`src/rtl/alu_result_tx_pkg.sv`:
```
// Shared encodings and frame constants for the ALU result UART transmitter.
package alu_result_tx_pkg;
  localparam int   NB_FRAME_DATA = 8;
  localparam logic START_BIT     = 1'b0;
  localparam logic STOP_BIT      = 1'b1;
  localparam logic IDLE_LEVEL    = 1'b1;

  typedef enum logic [2:0] {ST_IDLE, ST_START, ST_DATA, ST_STOP, ST_DONE} tx_state_e;
  typedef enum logic [1:0] {SEQ_IDLE, SEQ_BUSY, SEQ_DONE} seq_state_e;

  // Second frame payload: bit0 = zero, bit1 = carry, upper bits clear.
  function automatic logic [NB_FRAME_DATA-1:0] flags_byte(input logic carry, input logic zero);
    return {{(NB_FRAME_DATA-2){1'b0}}, carry, zero};
  endfunction
endpackage

```
`src/rtl/alu_result_tx_uart_tx_byte.sv`:
```
// Single 8N1 frame serializer with its own baud counter.
module uart_tx_byte
  import alu_result_tx_pkg::*;
#(
  parameter int CLKS_PER_BIT = 5208,
  parameter int NB_CNT       = 13
) (
  input  logic                     clk,
  input  logic                     rst_n,
  input  logic                     start,
  input  logic [NB_FRAME_DATA-1:0] data,
  output logic                     tx,
  output logic                     busy,
  output logic                     frame_done
);
  localparam logic [NB_CNT-1:0] CNT_MAX = NB_CNT'(CLKS_PER_BIT - 1);

  tx_state_e                state;
  logic [NB_CNT-1:0]        cnt;
  logic [2:0]               bit_idx;
  logic [NB_FRAME_DATA-1:0] shreg;
  logic                     bit_end;

  assign bit_end    = (cnt == CNT_MAX);
  assign busy       = (state != ST_IDLE);
  // Flags the last cycle of the stop bit so the sequencer can chain the next frame gaplessly.
  assign frame_done = (state == ST_STOP) && bit_end;

  // data is sampled at the end of the start bit, so the caller only has to hold it until then.
  always_ff @(posedge clk) begin
    if (!rst_n) begin
      state   <= ST_IDLE;
      cnt     <= '0;
      bit_idx <= '0;
      shreg   <= '0;
      tx      <= IDLE_LEVEL;
    end else begin
      case (state)
        ST_IDLE: begin
          cnt <= '0;
          if (start) begin
            state <= ST_START;
            tx    <= START_BIT;
          end
        end
        ST_START: begin
          if (bit_end) begin
            cnt     <= '0;
            bit_idx <= '0;
            shreg   <= data;
            tx      <= data[0];
            state   <= ST_DATA;
          end else cnt <= cnt + 1'b1;
        end
        ST_DATA: begin
          if (bit_end) begin
            cnt <= '0;
            if (bit_idx == 3'(NB_FRAME_DATA - 1)) begin
              tx    <= STOP_BIT;
              state <= ST_STOP;
            end else begin
              bit_idx <= bit_idx + 1'b1;
              shreg   <= {1'b0, shreg[NB_FRAME_DATA-1:1]};
              tx      <= shreg[1];
            end
          end else cnt <= cnt + 1'b1;
        end
        ST_STOP: begin
          if (bit_end) begin
            cnt <= '0;
            if (start) begin
              tx    <= START_BIT;
              state <= ST_START;
            end else state <= ST_IDLE;
          end else cnt <= cnt + 1'b1;
        end
        default: begin
          state <= ST_IDLE;
          tx    <= IDLE_LEVEL;
          cnt   <= '0;
        end
      endcase
    end
  end
endmodule

```
`src/rtl/alu_result_tx.sv`:
```
// Two-byte sequencer: captures ALU result/flags on accept and sends them as
// back-to-back UART frames (result, then {0.., carry, zero}).
module alu_result_tx
  import alu_result_tx_pkg::*;
#(
  parameter int NB_DATA      = 8,
  parameter int CLKS_PER_BIT = 5208,
  parameter int NB_CNT       = 13
) (
  input  logic               clk,
  input  logic               rst_n,
  input  logic               i_valid,
  input  logic [NB_DATA-1:0] i_result,
  input  logic               i_carry,
  input  logic               i_zero,
  output logic               o_ready,
  output logic               o_tx,
  output logic               o_done
);
  seq_state_e               state;
  logic [NB_DATA-1:0]       res_q;
  logic                     carry_q;
  logic                     zero_q;
  logic                     byte_sel;
  logic                     accept;
  logic                     start;
  logic                     busy;
  logic                     frame_done;
  logic [NB_FRAME_DATA-1:0] tx_byte;

  assign accept  = i_valid && o_ready;
  assign start   = accept || ((state == SEQ_BUSY) && frame_done && !byte_sel);
  assign tx_byte = byte_sel ? flags_byte(carry_q, zero_q) : res_q;

  always_ff @(posedge clk) begin
    if (!rst_n) begin
      state    <= SEQ_IDLE;
      res_q    <= '0;
      carry_q  <= 1'b0;
      zero_q   <= 1'b0;
      byte_sel <= 1'b0;
      o_ready  <= 1'b1;
      o_done   <= 1'b0;
    end else begin
      o_done <= 1'b0;
      case (state)
        SEQ_BUSY: begin
          if (frame_done) begin
            if (byte_sel) begin
              state   <= SEQ_DONE;
              o_done  <= 1'b1;
              o_ready <= 1'b1;
            end else byte_sel <= 1'b1;
          end
        end
        default: begin
          // IDLE and DONE both accept; leaving DONE on an accept gives back-to-back sends.
          if (accept) begin
            res_q    <= i_result;
            carry_q  <= i_carry;
            zero_q   <= i_zero;
            byte_sel <= 1'b0;
            o_ready  <= 1'b0;
            state    <= SEQ_BUSY;
          end else state <= SEQ_IDLE;
        end
      endcase
    end
  end

  uart_tx_byte #(
    .CLKS_PER_BIT(CLKS_PER_BIT),
    .NB_CNT      (NB_CNT)
  ) u_tx_byte (
    .clk       (clk),
    .rst_n     (rst_n),
    .start     (start),
    .data      (tx_byte),
    .tx        (o_tx),
    .busy      (busy),
    .frame_done(frame_done)
  );

  // The sequencer never starts a frame while the serializer is mid-frame.
  always_ff @(posedge clk) begin
    if (rst_n && accept) assert (!busy);
  end
endmodule

```
`config.mk`:
```
export PLATFORM = sky130hd
export DESIGN_NAME = alu_result_tx
export DESIGN_NICKNAME = d
export VERILOG_FILES = /design/src/rtl/alu_result_tx_pkg.sv /design/src/rtl/alu_result_tx_uart_tx_byte.sv /design/src/rtl/alu_result_tx.sv
export SDC_FILE = /design/constraint.sdc
export NUM_CORES = 1
export LEC_CHECK = 0
export ABC_AREA = 1
export ABC_CLOCK_PERIOD_IN_PS = 3600
export CAP_MARGIN = 30
export CELL_PAD_IN_SITES_DETAIL_PLACEMENT = 1
export CELL_PAD_IN_SITES_GLOBAL_PLACEMENT = 2
export CORE_MARGIN = 1
export CORE_UTILIZATION = 35
export CTS_CLUSTER_DIAMETER = 50
export DETAILED_ROUTE_END_ITERATION = 6
export PLACE_DENSITY = 0.95
export SYNTH_ARGS = -nofsm -noshare
export SYNTH_HDL_FRONTEND = slang
export SYNTH_SLANG_ARGS = --single-unit
```
`constraint.sdc`:
```
create_clock -name clk -period 3.6 [get_ports clk]
set_input_delay 0.72 -clock clk [delete_from_list [all_inputs] [get_ports clk]]
set_output_delay 0.72 -clock clk [all_outputs]
set_load 0.01 [all_outputs]
```
==> metrics.txt, run 1 <==
post-synthesis cell type count 27; initial antenna violation count 0; area delta synth->final 17.5%; Setup Skew roughly 8.3 ps; # resized after CTS 0; H-tree Lvls 2; sequential fraction of the synthesis area roughly 44%; Root Buffer clkbuf_8; CP Launch Type input pin; die width around 75 um; vias around 1600; layout cells sized above 1 ~6.3%; Initial DRT Pass Iterations 4; DRT antenna net count 0; commonest cells after routing, fill and taps aside nor2_1 (47), dfxtp_1 (41), nand2_1 (37); Worst Setup SP i_valid; I/O Pins 16; Avg Cell Area, Syn 7.35 um2; Worst VDD drop about 0.00024 V; Area contributors post-synth dfxtp_1 (44%), nor2_1 (9.5%), nand2_1 (7.5%); diode count 0; Final Max Slew Viols 0; IO buf count 15; Sw Pwr just under 0.4 mW; Worst-path clk slew 80 ps; dpl ws 1180 ps; clock share of power a little under a third; vias in the first global route 1516; Hold Crit Class reg2reg; min Tclk post-route between 2000 and 2500 ps; fin nets just under 300; Routed WL slightly above 4 mm; CTS buffer count 5; Non-Filler Instances 340; post-DP HPWL roughly 3.0 mm; Yosys top cell by area dfxtp_1; clk buf depth 2; CP Class in2reg; Die ar. approximately 0.0056 mm2; worst skew pair latency ~300 ps; gp weighted congestion between 0.7 and 0.8; worst reg2reg startpoint u_tx_byte.state[0]; RSZ-0062 raised after global routing no; combinational share of power between 20% and 30%; crit-path max cell delay approximately 460 ps; Final Hold Vio Count 0; Total Neg Setup Slack 0 ps; Final period util just over 60%; hold_sp u_tx_byte.shreg[7]; CTS tree yes; worst-margin pin slew 452 ps; initial core utilization between 30% and 40%; Max Fclk 458 MHz; top-area cell type share of the netlist area 44.3%; Synth Instances roughly 250; DR iter-0 viols 41; # DRC 0; total grt overflow 0; Critical Path RT between 3000 and 4000 ps; slowest cell on the critical path clkdlybuf4s50_1; Cell Rows 26; pwr dens ~560 mW/mm2; Syn Nets ~270; Avg WL per Cell approximately 12 um; fill count approximately 680; DIE HEIGHT 74.7 um; Critical Path AT 2350 ps; switching share of total power between 30% and 40%; Worst Setup End Kind register; CORE AREA ~0.005 mm2; first-pass GRT wire length around 7 mm; largest net degree at the start of global routing 24; Worst slew margin between 60% and 70%; setup violators final 0; Warnings, synthesis 0; post-CTS setup buffer count 0; Max-cap violations 0; Reg power frac a little over two fifths; cells along the critical path clkdlybuf4s50_1 > nand2_1 > nor2_1 > inv_1 > o21ai_0 > a21oi_1; internal power about 0.82 mW; GRT Util Overall roughly 17%; Leakage between 0.8 and 0.9 nW; # placed instances roughly 330; status completed; area of the mapped netlist between 0.0015 and 0.002 mm2; Final WS setup around 1400 ps; Synth Register Bits between 40 and 50; commonest non-fill, non-tap cell in the layout nor2_1; clock sink total 41; Vias/cell ~4.8; Crit Path Max Fanout 16; hold buffers post-CTS 0
## routing by layer
| metal | global-route usage [%] | part of all wire, % | vias to the layer above |
|---|---|---|---|
| li1 | - | - | 845 |
| met1 | 19.8 | 48 | 757 |
| met2 | 28.6 | 48 | 19 |
| met3 | 4.42 | 2.6 | 5 |
| met4 | 6.29 | 1.5 | 0 |
| met5 | 0 | 0 | - |
## final cells by class
| cell class | count | area (um2) | share of cell area [%] |
|---|---|---|---|
| Inverter | 29 | 110 | 5.06 |
| Tap cell | 70 | 87.6 | 4.03 |
| Timing Repair Buffer | 16 | 158 | 7.25 |
| Multi-Input combinational cell | 176 | 883 | 40.6 |
| Sequential cell | 41 | 821 | 37.7 |
| Clock buffer | 7 | 86.3 | 3.97 |
| Clock inverter | 1 | 30.0 | 1.38 |
## final timing paths
check	to	slack, ps	cells after the start
worst max-delay path	zero_q	1420	6
worst min-delay path	u_tx_byte.shreg[7]	450	2
worst max register to register	u_tx_byte.shreg[5]	1720	8
worst min register to register	u_tx_byte.shreg[7]	450	2
## Yosys cell counts
cell / instances
a211oi_1: 1
a211oi_2: 1
a21oi_1: 22
a31oi_1: 2
buf_2: 3
buf_4: 1
buf_6: 1
clkbuf_1: 1
clkinv_2: 1
dfxtp_1: 41
ha_1: 7
inv_1: 27
inv_2: 1
nand2_1: 37
nand2_2: 2
nand3_1: 14
nand4_1: 3
nor2_1: 47
nor2_2: 3
nor3_1: 3
nor3b_1: 2
o211a_1: 1
o21a_1: 1
o21ai_0: 24
or2_2: 1
xnor2_1: 3
xor2_1: 2
## kinds of logic (layout without fill, tap and decap cells)
family          count (synthesis)  count (layout)  synth area share [%]
buf+inv                        35              53                  7.97
xor+xnor                        5               5                  2.37
simple gates                  112             112                  25.5
fa+ha+maj                       7               7                  4.73
compound gates                 52              52                  15.1
flops                          41              41                  44.3
## through the flow
| stage | util [%] | power [mW] | cell area, um2 | hold WS, ps |
|---|---|---|---|---|
| after floorplan | - | 0.744 | 1850 | 418 |
| after global placement | 40.3 | 0.832 | 2060 | 439 |
| after detailed placement | 40.3 | 0.836 | 2060 | 447 |
| after CTS | 42.6 | 1.23 | 2180 | 459 |
| after global routing | 42.6 | 1.29 | 2180 | 482 |
| final | 42.6 | 1.21 | 2180 | 450 |
## power groups by stage
stage | Sequential [mW] | Combinational (mW) | Clock, mW
5_1_grt | 0.519 | 0.360 | 0.415
6_report | 0.513 | 0.310 | 0.386
2_1_floorplan | 0.519 | 0.225 | 0
4_1_cts | 0.513 | 0.315 | 0.398
3_3_place_gp | 0.522 | 0.310 | 0
3_5_place_dp | 0.524 | 0.313 | 0
## sequential cells by signal (all words and copies together), names as in the netlist, 2 cells and up
register and flops:
res_q 8, u_tx_byte.shreg 7, u_tx_byte.cnt 13, u_tx_byte.state 2
state 2, u_tx_byte.bit_idx 3
## worst max-delay path, delay by kind of cell
| family | cells | cell delay [ps] |
|---|---|---|
| simple gates | 2 | 490 |
| compound gates | 2 | 370 |
| buf+inv | 2 | 770 |
Note: power is estimated with default switching activity, not from simulation.
==> run 2, diff against run 1 <==
ABC_CLOCK_PERIOD_IN_PS = 2050   (was 3600)
CORE_UTILIZATION = 32   (was 35)
PLACE_DENSITY = 0.89   (was 0.95)
clock period = 2.05 ns   (was 3.6 ns; I/O delays follow)
==> run 2 against run 1 <==
  * Hold slack got worse by 2.8 ps
  * First-iteration DRC count rose by 24%
  * Setup slack got worse by 1100 ps
  * Highest routed layer unchanged
==> metrics.txt, run 2 (synthesis gave the netlist of run 1 again) <==
Non-Filler Instances 346; CTS buffer count 5; Worst-path clk slew roughly 80 ps; fin nets ~300; worst skew pair latency 290 ps; most used cell, CP nand2_2; Core Util, Final 39.6%; Crit Path Max Fanout 11; H-tree Lvls 2; initial antenna violation count 0; Final period util a little over 80%; commonest cells after routing, fill and taps aside nor2_1 (47), dfxtp_1 (41), nand2_1 (37); max FFs per register 13; Critical Path RT 2240 ps; Avg WL per Cell around 12 um; Worst Setup SP u_tx_byte.cnt[0]; hold_sp u_tx_byte.shreg[7]; Cell Rows 27; DRT antenna net count 0; layout cells sized above 1 under 10%; diode count 0; CP bufs+invs 2; Worst slew margin 70.2%; CP Launch Type register; placed cell area about 0.0021 mm2; clk buf depth 2; # resized after CTS 0; DIE HEIGHT ~78 um; CP Class reg2reg; Final Hold Vio Count 0; min Tclk post-route approximately 1700 ps; worst-margin pin slew 446 ps; top routing layer in use met4; post-DP HPWL 3.00 mm; RSZ-0062 raised after global routing no; Initial DRT Pass Iterations 4; Final Cell Area around 0.0022 mm2; Routed WL between 3 and 4 mm; fill count just over 700; metal2 WL 1.84 mm; Critical Path AT around 1900 ps; wire length on met3 slightly above 90 um; biggest regs u_tx_byte.cnt: 13 flops, res_q: 8 flops, u_tx_byte.shreg: 7 flops; cells along the critical path ha_1 > nand2_1 > nor2_1 > nand2_2 > inv_2 > nand2_2 > clkinv_2 > o21ai_0 > o211a_1; Root Buffer clkbuf_8; IO buf count 15; crit-path max cell delay around 360 ps; routed length on met1 about 2 mm; Pwr Total just over 2 mW; commonest non-fill, non-tap cell in the layout nor2_1; total grt overflow 0; hold buffers post-CTS 0; vias 1602; Leakage between 0.9 and 1 nW; CTS tree yes; Worst VDD drop approximately 0.00040 V; Vias/cell roughly 4.6; Total Neg Setup Slack 0 ps; clock sink total 41; # DRC 0; Max-cap violations 0; CORE AREA between 0.005 and 0.006 mm2; cell family with most CP delay simple AND/OR/NAND/NOR gates; die width 78.1 um; Final Max Slew Viols 0; GRT Util Overall between 10% and 20%; DR iter-0 viols 51; post-CTS setup buffer count 0; Worst Setup End Kind register; vias in the first global route approximately 1600; pwr dens ~900 mW/mm2; largest net degree at the start of global routing 23; initial core utilization between 30% and 40%; setup violators final 0; Largest Register u_tx_byte.cnt; slowest cell on the critical path dfxtp_1; first-pass GRT wire length slightly above 7 mm; Max Fclk 593 MHz; Die ar. roughly 0.0061 mm2; Hold Crit Class reg2reg; area delta synth->final 18.4%; gp weighted congestion between 0.7 and 0.8; I/O Pins 16; Setup Skew between 4 and 5 ps; status completed; worst reg2reg startpoint u_tx_byte.cnt[0]; # placed instances ~340
-- run 2: routing by layer --
| metal | vias to the layer above | track usage, % |
|---|---|---|
| met3 | 4 | 3.84 |
| li1 | 851 | - |
| met1 | 731 | 19.3 |
| met4 | 0 | 5.56 |
| met5 | - | 0 |
| met2 | 16 | 23.5 |
-- run 2: final timing paths --
| check | end | slack, ps | depth (start not counted) |
|---|---|---|---|
| setup / recovery | u_tx_byte.bit_idx[0] | 360 | 9 |
| setup reg to reg | u_tx_byte.bit_idx[0] | 360 | 9 |
| hold / removal | u_tx_byte.shreg[7] | 450 | 2 |
| hold reg to reg | u_tx_byte.shreg[7] | 450 | 2 |
-- run 2: final cells by class --
type	count	area, um2	share of cell area (%)
clock buffer	7	96.3	4.39
sequential	41	821	37.4
tap	72	90.1	4.11
multi-input combinational	176	883	40.3
inverter	29	110	5.02
clock inverter	1	5.00	0.228
timing repair buffer	20	188	8.56
-- run 2: report_power, final --
group	total [mW]	switching [mW]	leakage, nW	internal (mW)
registers	0.899	0.0406	0.334	0.858
logic	0.554	0.341	0.526	0.213
clock network	0.571	0.267	0.0542	0.304
total	2.02	0.648	0.914	1.38
-- run 2: worst reg2reg max path: stages (launching register included) --
cell and delay (ps):
dfxtp_1 360, ha_1 220, nand2_1 70, nor2_1 180, nand2_2 120, inv_2 100
nand2_2 150, clkinv_2 170, o21ai_0 100, o211a_1 110
-- run 2: per-stage QoR --
stage	worst slack [ps]	hold WS, ps
finish	364	447
global route	150	482
CTS	339	451
detailed placement	201	439
global placement	262	429
floorplan	599	418
==> run 3, diff against run 2 <==
ABC_CLOCK_PERIOD_IN_PS = 1600   (was 2050)
clock period = 1.6 ns   (was 2.05 ns; I/O delays follow)
==> run 3 against run 2 <==
  * Global-route usage is 1.5 points higher
  * Combinational power is 45% higher
  * Sequential power is 29% higher
  * Critical path type is now reg2out
  * Critical endpoint is now o_ready
  * Largest cell class unchanged
  * Largest power group unchanged
  * Highest routed layer unchanged
==> metrics.txt, run 3 (synthesis gave the netlist of run 1 again) <==
crit-path max cell delay between 500 and 600 ps; cell family with most CP delay buffers and inverters; status completed; first-pass GRT wire length between 7 and 8 mm; Worst Setup End Kind output port; CTS tree yes; max FFs per register 13; total grt overflow 0; reg-to-reg endpoint u_tx_byte.shreg[7]; worst reg2reg startpoint u_tx_byte.bit_idx[0]; min Tclk post-route approximately 1500 ps; worst skew pair latency slightly below 300 ps; Setup Skew just over 8 ps; Die ar. between 0.006 and 0.007 mm2; Root Buffer clkbuf_8; area delta synth->final 25.9%; Crit Path Max Fanout 3; cells along the critical path clkdlybuf4s50_1; I/O Pins 16; post-DP HPWL between 3 and 4 mm; clk buf depth 2; pwr dens about 1100 mW/mm2; Leakage 0.986 nW; Hold Crit Class reg2reg; Hold Crit Depth 1; vias in the first global route 1774; # DRC 0; Final period util roughly 95%; initial core utilization 33.4%; H-tree Lvls 2; DIE HEIGHT ~80 um; Hold WS roughly 420 ps; DR iter-0 viols 75; clock sink total 41; Initial DRT Pass Iterations 4; commonest cells after routing, fill and taps aside nor2_1 (44), nand2_1 (37), dfxtp_1 (37); Avg WL per Cell ~12 um; Vias/cell 4.82; CORE AREA approximately 0.0055 mm2; vias about 1700; hold buffers post-CTS 0; diode count 0; Worst VDD drop between 0.0005 and 0.0006 V; Final WS setup around 87 ps; Largest Register u_tx_byte.cnt; setup violators final 0; Max-cap violations 0; dpl ws -89.5 ps; Hold EP u_tx_byte.cnt[0]; Crit path depth 1; gp weighted congestion 0.750; RSZ-0062 raised after global routing no; DRT antenna net count 0; worst-margin pin slew roughly 470 ps; Critical Path RT roughly 1300 ps; largest net degree at the start of global routing 23; Worst slew margin between 60% and 70%; hold_sp u_tx_byte.cnt[0]; layout cells sized above 1 ~15%; Critical Path AT 1190 ps; commonest non-fill, non-tap cell in the layout nor2_1; CP bufs+invs 1; biggest regs u_tx_byte.cnt: 13 flops, res_q: 8 flops, u_tx_byte.shreg: 7 flops; Max Fclk ~660 MHz; slowest cell on the critical path clkdlybuf4s50_1; fin nets 306; Cell Rows 27; Final Hold Vio Count 0; CP Launch Type register; initial antenna violation count 0; Routed WL 4.35 mm; die width 78.1 um; CP Class reg2out; Worst-path clk slew ~70 ps; GRT Util Overall approximately 16%; IO buf count 15; Final Max Slew Viols 0; worst reg2reg path depth 7; R2R Setup Slk 110 ps; CTS buffer count 5
run 3: what timing repair did:
item / 4_1_cts / 5_1_grt
buffers inserted: 0 / 2
endpoints found under the setup margin: 4 / 17
pin swaps: 0 / 3
gates resized for setup: 2 / 16
run 3: through the flow:
step	setup TNS (ps)	cell area [um2]	utilization (%)	total power, mW	cells
after global placement	-52.9	2190	39.5	1.92	349
after CTS	0	2280	41.2	2.66	356
final	0	2330	42.1	2.65	358
after floorplan	0	1850	-	1.67	252
after detailed placement	-273	2190	39.5	1.94	349
after global routing	0	2330	42.1	2.86	358
run 3: layer usage:
layer	vias up	global-route usage, %	part of all wire (%)
met5	-	0	0
met4	0	6.85	0.94
met3	4	3.37	2.2
met2	19	27.6	48
met1	821	20.2	49
li1	882	-	-
run 3: how the worst max path moves through the flow:
stage	startpoint	endpoint	slack, ps
final	o_ready	o_ready	90
after global routing	u_tx_byte.state[1]	u_tx_byte.state[0]	7
after CTS	u_tx_byte.cnt[0]	u_tx_byte.cnt[12]	5
after detailed placement	i_valid	o_ready	-90
after global placement	i_valid	o_ready	-30
after floorplan	u_tx_byte.state[0]	u_tx_byte.shreg[7]	150
run 3: final cells by class:
| cell class | instances | area (um2) |
|---|---|---|
| sequential | 41 | 826 |
| inverter | 29 | 116 |
| multi-input combinational | 176 | 916 |
| timing repair buffer | 33 | 298 |
| clock buffer | 7 | 86.3 |
| fill | 713 | 3210 |
| tap | 72 | 90.1 |
run 3: report_power, final:
part           total [mW]  internal [mW]  switching [mW]
Combinational       0.802          0.324           0.478
Clock               0.679          0.342           0.337
Sequential           1.16           1.11          0.0569
==> patch, RTL diff (config.mk and constraints of run 1) <==
Encoding of `seq_state_e`: now one-hot (3 bits for 3 states).
--- a/src/rtl/alu_result_tx_pkg.sv
+++ b/src/rtl/alu_result_tx_pkg.sv
@@ -6,7 +6,7 @@
   localparam logic IDLE_LEVEL    = 1'b1;
 
   typedef enum logic [2:0] {ST_IDLE, ST_START, ST_DATA, ST_STOP, ST_DONE} tx_state_e;
-  typedef enum logic [1:0] {SEQ_IDLE, SEQ_BUSY, SEQ_DONE} seq_state_e;
+  typedef enum logic [2:0] {SEQ_IDLE = 3'b001, SEQ_BUSY = 3'b010, SEQ_DONE = 3'b100} seq_state_e;
 
   // Second frame payload: bit0 = zero, bit1 = carry, upper bits clear.
   function automatic logic [NB_FRAME_DATA-1:0] flags_byte(input logic carry, input logic zero);
Formal check against the unedited RTL: same outputs for any inputs over 10 cycles, from zero or initial values and one cycle with rst_n low; not proved beyond that.
==> patch against run 1 <==
- die area is 1.2% higher
- total power increased by 6.5%
- largest cell class unchanged
- setup slack better by 6.9 ps
- final area up 2.2%
- critical path depth decreased by 2
- area after synthesis increased by 1.2%
- wire length is 1.5% lower
- largest power group unchanged
- sequential cell count increased by 1
==> patch: results (changes against run 1) <==
| Metric | Value |
|---|---|
| Status | complete, no violations |
| Dpl cells | 327 (-1.5%) |
| GP Congestion | 0.7616 (+1.0%) |
| First-pass GRT wire length | 7072 um (+1.5%) |
| Xor/xnor share of the synthesized area | 0% (-2.4 points) |
| Syn Nets | 268 (-1.5%) |
| Met3 routed WL | 104 um (-1.9%) |
| DR WL met2 | 1812 um (-9.6%) |
| Yosys cell types | 28 (+3.7%) |
| Crit-path max FO | 20 (+4) |
| Routed length per placed instance | 12.22 um (about the same) |
| Dpl hpwl | 3111 um (+3.1%) |
| Tightest Pin Transition | 735.6 ps (+283.4 ps) |
| Leak pwr | 0.8578 nW (-4.5%) |
| Pre-CTS WS | 1138 ps (-39.93 ps) |
| DRT Pass-1 Iters | 4 (unchanged) |
| Post-synthesis adder-cell area fraction | 4.673% (-0.057 points) |
| Pin count of the biggest net entering global routing | 21 (-13%) |
| Synth cell count leaders | nor2_1 (55), dfxtp_1 (42), nand2_1 (36) |
| Top cells by area, synth | dfxtp_1 (45%), nor2_1 (11%), nand2_1 (7.2%), o21ai_0 (5.6%), inv_1 (4.8%) |
| Max IR drop VDD | 0.0002378 V (-2.4%) |
| Compound-cell area share of the yosys netlist | 15.29% (+0.15 points) |
| Met3 usage | 3.614% (-0.80 points) |
| Via density per instance | 4.758 (-0.50%) |
| Post-DP Area | 2081 sq um (+1.0%) |
| Met1 WL | 2127 um (+7.5%) |
| Sequential fraction of the synthesis area | 44.86% (+0.54 points) |
| Vias in the first global route | 1535 (+1.3%) |
| Detailed router's first-iteration violation count | 49 (+20%) |
-- patch: final cells by class --
type	instances	area, sq um
fill	668	2917
timing repair buffer	15	150.1
multi-input combinational	173	899.6
tap	70	87.58
inverter	27	102.6
clock inverter	2	60.06
sequential	42	840.8
clock buffer	6	82.58
-- patch: where the power goes --
part,internal [mW],switching (mW),total (mW)
Clock,0.296,0.166,0.461
Sequential,0.499,0.0238,0.523
Combinational,0.112,0.191,0.303
Total,0.907,0.380,1.29
-- patch: path summary, 6_finish.rpt --
check | startpoint | endpoint | slack, ps | depth (start not counted)
setup / recovery | rst_n | o_ready | 1430 | 4
hold reg to reg | u_tx_byte.cnt[0] | u_tx_byte.cnt[0] | 480 | 1
setup reg to reg | u_tx_byte.state[0] | u_tx_byte.bit_idx[0] | 1620 | 8
hold / removal | u_tx_byte.cnt[0] | u_tx_byte.cnt[0] | 480 | 1
-- patch: worst max-delay path, stage by stage --
cell	delay, ps
clkdlybuf4s50_1	940
inv_1	400
a21oi_1	220
nand2_1	70
